**config.mk**
```make
export PLATFORM = sky130hd
export DESIGN_NAME = ahb_response_mux
export DESIGN_NICKNAME = d
export VERILOG_FILES = /design/src/rtl/ahb_response_mux.sv
export SDC_FILE = /design/constraint.sdc
export NUM_CORES = 1
export LEC_CHECK = 0
export ABC_AREA = 1
export CORE_MARGIN = 2
export CORE_UTILIZATION = 24
export DETAILED_ROUTE_END_ITERATION = 8
export HOLD_SLACK_MARGIN = 0.06
export PLACE_DENSITY = 0.9
export SETUP_SLACK_MARGIN = 0.02
export SYNTH_ARGS = -nofsm -noshare
export SYNTH_HDL_FRONTEND = slang
export SYNTH_SLANG_ARGS = --single-unit
```
**constraint.sdc**
```tcl
create_clock -name HCLK -period 1.48 [get_ports HCLK]
set_input_delay 0.148 -clock HCLK [delete_from_list [all_inputs] [get_ports HCLK]]
set_output_delay 0.148 -clock HCLK [all_outputs]
set_load 0.01 [all_outputs]
```
**src/rtl/ahb_response_mux.sv**
```systemverilog
// rtl/ahb_response_mux.sv - AHB-Lite response mux with built-in default subordinate (optional AHB_MUX_TIMEOUT_EN)
module ahb_response_mux #(
    parameter int DATA_WIDTH     = 32,
    parameter int TIMEOUT_CYCLES = 16
) (
    input  logic                  HCLK,
    input  logic                  HRESET,
    input  logic                  HSEL1,
    input  logic                  HSEL2,
    input  logic                  HSEL3,
    input  logic                  HSELd,
    input  logic [1:0]            HTRANS,
    input  logic [DATA_WIDTH-1:0] HRDATA1,
    input  logic [DATA_WIDTH-1:0] HRDATA2,
    input  logic [DATA_WIDTH-1:0] HRDATA3,
    input  logic                  HREADYOUT1,
    input  logic                  HREADYOUT2,
    input  logic                  HREADYOUT3,
    input  logic                  HRESP1,
    input  logic                  HRESP2,
    input  logic                  HRESP3,
    output logic [DATA_WIDTH-1:0] HRDATA,
    output logic                  HREADY,
    output logic                  HRESP
);

    // Data-phase selection encodings
    localparam logic [2:0] SEL_NONE = 3'd0;
    localparam logic [2:0] SEL_S1   = 3'd1;
    localparam logic [2:0] SEL_S2   = 3'd2;
    localparam logic [2:0] SEL_S3   = 3'd3;
    localparam logic [2:0] SEL_DEF  = 3'd4;

    // Default subordinate states
    localparam logic [1:0] D_IDLE = 2'd0;
    localparam logic [1:0] D_ERR1 = 2'd1;
    localparam logic [1:0] D_ERR2 = 2'd2;

    logic [2:0]            sel_q;
    logic [2:0]            sel_d;
    logic [1:0]            d_state;
    logic [1:0]            d_next;
    logic                  def_start;
    logic                  def_ready;
    logic                  def_resp;
    logic                  sub_sel;
    logic [DATA_WIDTH-1:0] sub_data;
    logic                  sub_ready;
    logic                  sub_resp;
    logic [DATA_WIDTH-1:0] mux_data;
    logic                  mux_ready;
    logic                  mux_resp;

    // Only HTRANS[1] distinguishes active transfers from IDLE/BUSY
    logic unused_htrans0;
    assign unused_htrans0 = HTRANS[0];

    // Fixed-priority encode of the decoder selects: HSEL1 > HSEL2 > HSEL3 > HSELd
    always_comb begin
        sel_d = SEL_NONE;
        if (HSEL1)
            sel_d = SEL_S1;
        else if (HSEL2)
            sel_d = SEL_S2;
        else if (HSEL3)
            sel_d = SEL_S3;
        else if (HSELd)
            sel_d = SEL_DEF;
    end

    // An active transfer accepted for the default subordinate starts an ERROR pair
    assign def_start = HREADY && (sel_d == SEL_DEF) && HTRANS[1];

    // Capture the address-phase selection; a stalled data phase freezes it
    always_ff @(posedge HCLK or posedge HRESET) begin
        if (HRESET)
            sel_q <= SEL_NONE;
        else if (HREADY)
            sel_q <= sel_d;
    end

    // Default subordinate next-state: ERR1 -> ERR2, and ERR2 chains straight into ERR1
    always_comb begin
        d_next = D_IDLE;
        case (d_state)
            D_IDLE:  d_next = def_start ? D_ERR1 : D_IDLE;
            D_ERR1:  d_next = D_ERR2;
            D_ERR2:  d_next = def_start ? D_ERR1 : D_IDLE;
            default: d_next = D_IDLE;
        endcase
    end

    // Default subordinate state register
    always_ff @(posedge HCLK or posedge HRESET) begin
        if (HRESET)
            d_state <= D_IDLE;
        else
            d_state <= d_next;
    end

    // Default subordinate response: two-cycle ERROR, otherwise zero-wait OKAY
    always_comb begin
        def_ready = 1'b1;
        def_resp  = 1'b0;
        case (d_state)
            D_ERR1: begin
                def_ready = 1'b0;
                def_resp  = 1'b1;
            end
            D_ERR2: begin
                def_ready = 1'b1;
                def_resp  = 1'b1;
            end
            default: begin
                def_ready = 1'b1;
                def_resp  = 1'b0;
            end
        endcase
    end

    // Route the addressed real subordinate; non-subordinate selections idle at OKAY
    always_comb begin
        sub_sel   = 1'b1;
        sub_data  = '0;
        sub_ready = 1'b1;
        sub_resp  = 1'b0;
        case (sel_q)
            SEL_S1: begin
                sub_data  = HRDATA1;
                sub_ready = HREADYOUT1;
                sub_resp  = HRESP1;
            end
            SEL_S2: begin
                sub_data  = HRDATA2;
                sub_ready = HREADYOUT2;
                sub_resp  = HRESP2;
            end
            SEL_S3: begin
                sub_data  = HRDATA3;
                sub_ready = HREADYOUT3;
                sub_resp  = HRESP3;
            end
            default: sub_sel = 1'b0;
        endcase
    end

    // Combine subordinate, default subordinate and the empty (NONE) data phase
    always_comb begin
        mux_data  = '0;
        mux_ready = 1'b1;
        mux_resp  = 1'b0;
        if (sub_sel) begin
            mux_data  = sub_data;
            mux_ready = sub_ready;
            mux_resp  = sub_resp;
        end else if (sel_q == SEL_DEF) begin
            mux_ready = def_ready;
            mux_resp  = def_resp;
        end
    end

`ifdef AHB_MUX_TIMEOUT_EN
    localparam int CNT_W = $clog2(TIMEOUT_CYCLES + 1);

    logic [CNT_W-1:0] wait_cnt;
    logic             to_err1;
    logic             to_err2;

    // Limit reached: first half of the forced ERROR pair
    assign to_err1 = (wait_cnt == CNT_W'(TIMEOUT_CYCLES));

    // Count consecutive subordinate wait states; the forced ERROR pair follows the limit
    always_ff @(posedge HCLK or posedge HRESET) begin
        if (HRESET) begin
            wait_cnt <= '0;
            to_err2  <= 1'b0;
        end else begin
            to_err2 <= to_err1;
            if (to_err1 || HREADY)
                wait_cnt <= '0;
            else if (sub_sel && !sub_ready)
                wait_cnt <= wait_cnt + 1'b1;
        end
    end

    // Forced ERROR overrides the subordinate for its two cycles
    always_comb begin
        HRDATA = mux_data;
        HREADY = mux_ready;
        HRESP  = mux_resp;
        if (to_err1) begin
            HRDATA = '0;
            HREADY = 1'b0;
            HRESP  = 1'b1;
        end else if (to_err2) begin
            HRDATA = '0;
            HREADY = 1'b1;
            HRESP  = 1'b1;
        end
    end
`else
    // No wait-state limit in this build
    localparam int UNUSED_TIMEOUT = TIMEOUT_CYCLES;

    // Outputs come straight from the mux
    always_comb begin
        HRDATA = mux_data;
        HREADY = mux_ready;
        HRESP  = mux_resp;
    end
`endif

endmodule

```
==> results_dict.tcl, run 1 <==
set metrics [dict create \
    synth_top_family_by_area "simple AND/OR/NAND/NOR gates" \
    critPathMostFrequentCell "buf_6" \
    grt_pass1_vias 1869 \
    grt_max_degree 21 \
    clkPwrFrac 0.054 \
    remaining_drc_errors 0 \
    grt_pass1_wl_um 8440 \
    hp-class "input pin to async pin" \
    grt.total_usage 0.244 \
    ys_ff_latch 5 \
    clock-sinks 5 \
    htreeDepth 1 \
    ctsHoldBuffers 0 \
    die_h_um 67.6 \
    fmax_mhz 601 \
    max_cap_violations 0 \
    finalSetupViolCount 34 \
    synth_top_area_cell "nand2_1" \
    ir_worst_vdd_v 0.000964 \
    port_buffers 142 \
    period_share 1.12 \
    most-common-layout-cells "clkdlybuf4s50_1 (108), nand2_1 (56), nand2_2 (31), buf_6 (31), buf_4 (23)" \
    synthAdderAreaFrac 0.0644 \
    worst-setup-path-type "flop to output port" \
    synth_compound_area_frac 0.0824 \
    syn_inst 184 \
    finalClockSkew_ps 6.85 \
    drive_gt1_frac 0.431 \
    synth_area_leaders "nand2_1 (38%), nand3_1 (15%), dfrtp_1 (13%)" \
    p_seq_frac 0.045 \
    crit_required_ps 1330 \
    dp_hpwl_um 4250 \
    power_mw 4.84 \
    synth_xor_xnor_area_share 0 \
    drt-vias-per-instance 5.00 \
    fill_cells 217 \
    die_area_um2 4580 \
    die_w_um 67.6 \
    r2r_slack_ps 90 \
    finalHoldViolCount 0 \
    grt_overflow_total 0 \
    ant_nets 0 \
    critPathBufInv 5 \
    synthSimpleGateAreaFrac 0.629 \
    dp.cells 386 \
    clk_path_buf_depth 2 \
    gp_congestion 0.795 \
    p_leak_nw 1.59 \
    worstMarginPinSlew_ps 230 \
    setup_ws_ps -183 \
    status "complete, but fails checks" \
    crit_chain "inv_2, buf_6, nand3_4, inv_4, buf_12, a22oi_1, nand2_2, buf_6" \
    rsz0062_at_grt "true" \
    power_density_nw_per_um2 1520 \
    yosysSeqAreaShare 0.129 \
    clock_latency_ps 230 \
    via_count 2070 \
    violations "setup timing" \
    power.internal_mw 2.66 \
    initial_core_util 0.247 \
    final_max_slew_viol_count 0 \
    syn-cell-area_um2 972 \
    p_sw_mw 2.18 \
    crit_path_start_kind "flop" \
    cp-end-kind "output port" \
    cts_tree "yes" \
    post_drt_wl_per_cell_um 17.4 \
    synth_top_cell_area_share 0.382 \
    final_nets 480 \
    clk_pin_slew_ps 40 \
    final_common_cell "clkdlybuf4s50_1" \
    antenna_found_initial 0 \
    maxSlewHeadroom 0.846 \
    finalCriticalPeriod_ps 1660 \
    finalWirelength_um 7220 \
    area_delta_synth_final_pct 227 \
    critPathSlowestCell "dfrtp_1" \
    p_sw_frac 0.450 \
    stdcell_count 414 \
    syn_avg_cell_area_um2 5.28 \
    ys_types 18 \
    cts_buffers 3 \
    core_um2 3940 \
    drt_iter0_markers 112 \
    arrival_ps 1520 \
    placementRows 23 \
    worst-path-max-fanout 20 \
    diodes 0 \
    cpPeakStageDelay_ps 360 \
    synth_nets 299 \
    synth_mux_area_frac 0 \
    share_comb_of_total_power 0.901 \
    pin_count 144 \
    firstDrtPassIters 4 \
    critPathTopFamily "buffers and inverters" \
    cts-root-buf "clkbuf_8" \
    ys_warn_count 0 \
]
## power by group through the flow
stage,combinational [mW],clock [mW],sequential [mW]
2_1_floorplan,1.36,0,0.205
3_3_place_gp,3.14,0,0.199
3_5_place_dp,3.18,0,0.202
4_1_cts,3.66,0.258,0.215
5_1_grt,4.57,0.279,0.224
6_report,4.36,0.259,0.220
## per-layer routing
layer,routed length (µm),vias to the layer above,global-route usage,part of all wire
li1,-,958,-,-
met1,2310,954,0.247,0.32
met2,3840,121,0.473,0.53
met3,717,37,0.0467,0.099
met4,343,0,0.110,0.048
met5,0,-,0,0
## registers in the layout (all words and copies together) (netlist names)
name     count
d_state      2
sel_q        3
## Yosys cell counts
cell / n
a22oi_1: 9
buf_2: 5
buf_4: 3
buf_6: 1
dfrtp_1: 5
ha_1: 5
inv_1: 7
inv_2: 2
nand2_1: 99
nand3_1: 30
nand3_2: 1
nand4_1: 5
nor2_1: 7
nor2_2: 1
nor2_4: 1
nor3_1: 1
o21ai_0: 1
o21bai_1: 1
## timing repair
action / 4_1_cts / 5_1_grt
buffers inserted: 16 / 7
cloned: 2 / 0
resized for setup: 203 / 58
pin swaps: 17 / 8
setup endpoints to repair: 34 / 36
## worst register-to-register path: stages, from the launching register on
cell	delay (ps)
dfrtp_2	450
buf_4	170
inv_2	70
nand4_1	140
buf_4	170
buf_4	140
nand3_2	80
nand2_1	60
## path summary, 6_finish.rpt
check	start	to	cells past startpoint
min in group HCLK	HTRANS[1]	d_state[0]	3
hold reg to reg	sel_q[1]	sel_q[1]	3
hold / removal	HRESET	sel_q[2]	2
max in group asynchronous	HRESET	sel_q[0]	2
setup reg to reg	sel_q[0]	sel_q[2]	7
setup / recovery	sel_q[2]	HRDATA[3]	8
## cell families (layout without fill, tap and decap cells)
kind of cell,after synthesis,count (layout)
AOI/OAI and AO/OA,11,11
adders and majority gates,5,5
buffers and inverters,18,198
DFF,5,5
and+or+nand+nor,145,145
## metrics by stage
stage	setup WS, ps	hold WS [ps]	setup TNS [ps]	util	instance area [µm²]
floorplan	247	-73.5	0	-	972
global placement	-265	356	-7380	0.654	2580
detailed placement	-273	359	-8020	0.654	2580
CTS	-186	122	-4020	0.735	2900
global route	-256	156	-6320	0.807	3180
finish	-183	118	-4160	0.807	3180
## final cells by class
cell class | instances | area, µm² | area share
timing repair buffer | 185 | 1850 | 0.582
multi-input combinational | 161 | 1060 | 0.333
sequential | 5 | 126 | 0.0397
tap | 50 | 62.6 | 0.0197
clock buffer | 4 | 45.0 | 0.0142
inverter | 9 | 36.3 | 0.0114
(Power assumes the default switching activity.)
==> run 2: changes to the inputs <==
- CORE_MARGIN: 2 -> 4
==> run 2 against run 1 <==
  * The run still ends with setup timing left
  * Power fell by 4.4%
  * Final area down 3.6%
  * Cell count increased by 0.48%
  * Non-clock buffer count is 4 higher
  * Critical endpoint is now HRDATA[27]
==> results_dict.tcl, run 2 (synthesis gave the netlist of run 1 again) <==
set metrics [dict create \
    status "complete, but fails checks" \
    violations "setup timing" \
    clk_pin_slew_ps 40 \
    p_seq_frac 0.047 \
    final_max_slew_viol_count 0 \
    largest_reg_flops 3 \
    port_buffers 142 \
    grt_pass1_vias 2061 \
    grt.total_usage 0.242 \
    post_drt_wl_per_cell_um 17.8 \
    crit_path_start_kind "flop" \
    hp-class "input pin to async pin" \
    worst-setup-path-type "flop to output port" \
    cpPeakStageDelay_ps 430 \
    critPathSlowestCell "dfrtp_2" \
    pin_count 144 \
    die_h_um 71.6 \
    placementRows 22 \
    final_common_cell "clkdlybuf4s50_1" \
    critPathBufInv 4 \
    worst-path-max-fanout 5 \
    area_delta_synth_final_pct 215 \
    drt_iter0_markers 113 \
    arrival_ps 1490 \
    dpl-instance-area_um2 2560 \
    cts_buffers 3 \
    p_leak_nw 1.52 \
    core_um2 3800 \
    finalCriticalPeriod_ps 1640 \
    via_count 2086 \
    clk_path_buf_depth 2 \
    critPathTopFamily "buffers and inverters" \
    wl_met3_um 545 \
    cts_tree "yes" \
    initial_core_util 0.256 \
    dp.cells 385 \
    final_nets 484 \
    drt-vias-per-instance 5.01 \
    die_area_um2 5130 \
    antenna_found_initial 0 \
    power_density_nw_per_um2 1510 \
    period_share 1.11 \
    finalWirelength_um 7390 \
    finalSetupViolCount 34 \
    finalHoldViolCount 0 \
    p_sw_mw 2.07 \
    drive_gt1_frac 0.375 \
    rsz0062_at_grt "true" \
    met1Wirelength_um 2590 \
    grt_max_degree 14 \
    share_comb_of_total_power 0.900 \
    stdcell_count 416 \
    cp-end-kind "output port" \
    ir_worst_vdd_v 0.00108 \
    htreeDepth 1 \
    top_register "sel_q" \
    p_sw_frac 0.448 \
    die_w_um 71.6 \
    power.internal_mw 2.55 \
    ant_nets 0 \
    remaining_drc_errors 0 \
    critPathMostFrequentCell "buf_6" \
    crit_required_ps 1330 \
    crit_chain "buf_4, nor2_4, buf_6, buf_6, nand2_2, nand3_2, buf_6" \
    maxSlewHeadroom 0.865 \
    setup_ws_ps -162 \
    final_cell_area_um2 3070 \
    cts-root-buf "clkbuf_8" \
    gp_congestion 0.829 \
    worstMarginPinSlew_ps 202 \
    top_regs "sel_q: 3 flops, d_state: 2 flops" \
    finalClockSkew_ps 2.50 \
    power_mw 4.62 \
    grt_pass1_wl_um 10000 \
    top_layer "met4" \
    clock-sinks 5 \
    grt_overflow_total 0 \
    route.met2.wl_um 4120 \
    diodes 0 \
    firstDrtPassIters 4 \
    clkPwrFrac 0.053 \
    tns_ps -4200 \
    clock_latency_ps 220 \
    dp_hpwl_um 4680 \
    max_cap_violations 0 \
    fmax_mhz 609 \
    most-common-layout-cells "clkdlybuf4s50_1 (108), nand2_1 (79), buf_6 (33), buf_4 (25), buf_2 (18)" \
]
[run 2: final timing paths]
kind                            start          to  slack (ps)  cells past startpoint
max                          sel_q[0]  HRDATA[27]        -160                      7
min                            HRESET    sel_q[2]         130                      2
max reg2reg                  sel_q[1]    sel_q[0]          70                      8
min reg2reg                d_state[0]  d_state[1]         690                      2
max in group asynchronous      HRESET    sel_q[0]        1170                      2
min in group HCLK           HTRANS[1]  d_state[0]         470                      3
[run 2: cell type report]
class	instances	area, µm²
Fill cell	226	733
Inverter	9	33.8
Tap cell	48	60.1
Sequential cell	5	126
Multi-Input combinational cell	161	967
Clock buffer	4	45.0
Timing Repair Buffer	189	1830
[run 2: power groups by stage]
stage | Clock (mW) | Combinational, mW | Sequential, mW
floorplan | 0 | 1.36 | 0.205
global placement | 0 | 3.09 | 0.200
detailed placement | 0 | 3.14 | 0.202
CTS | 0.255 | 3.72 | 0.209
global route | 0.272 | 4.41 | 0.220
finish | 0.247 | 4.16 | 0.217
[run 2: metal layers]
layer / track usage / vias to the layer above
met2: 0.479 / 113
met1: 0.260 / 988
li1: - / 967
met5: 0 / -
met3: 0.0393 / 18
met4: 0.0647 / 0
[run 2: worst register-to-register path: stages, from the launching register on]
cell	delay, ps
dfrtp_1	430
inv_2	90
buf_4	140
nand4_1	110
nand3_2	110
buf_4	140
buf_4	130
nand3_1	80
nand2_1	50
[run 2: per-stage QoR]
| step | worst slack, ps | utilization | hold slack, ps |
|---|---|---|---|
| final | -162 | 0.807 | 130 |
| after global placement | -245 | 0.673 | 353 |
| after global routing | -257 | 0.807 | 144 |
| after detailed placement | -283 | 0.673 | 365 |
| after floorplan | 247 | - | -73.5 |
| after CTS | -166 | 0.771 | 132 |
[run 2: timing repair]
item,4_1_cts,5_1_grt
cloned,5,1
hold buffers,0,0
buffers inserted,19,5
gates resized for setup,210,26
setup endpoints to repair,34,34
pin swaps,22,8
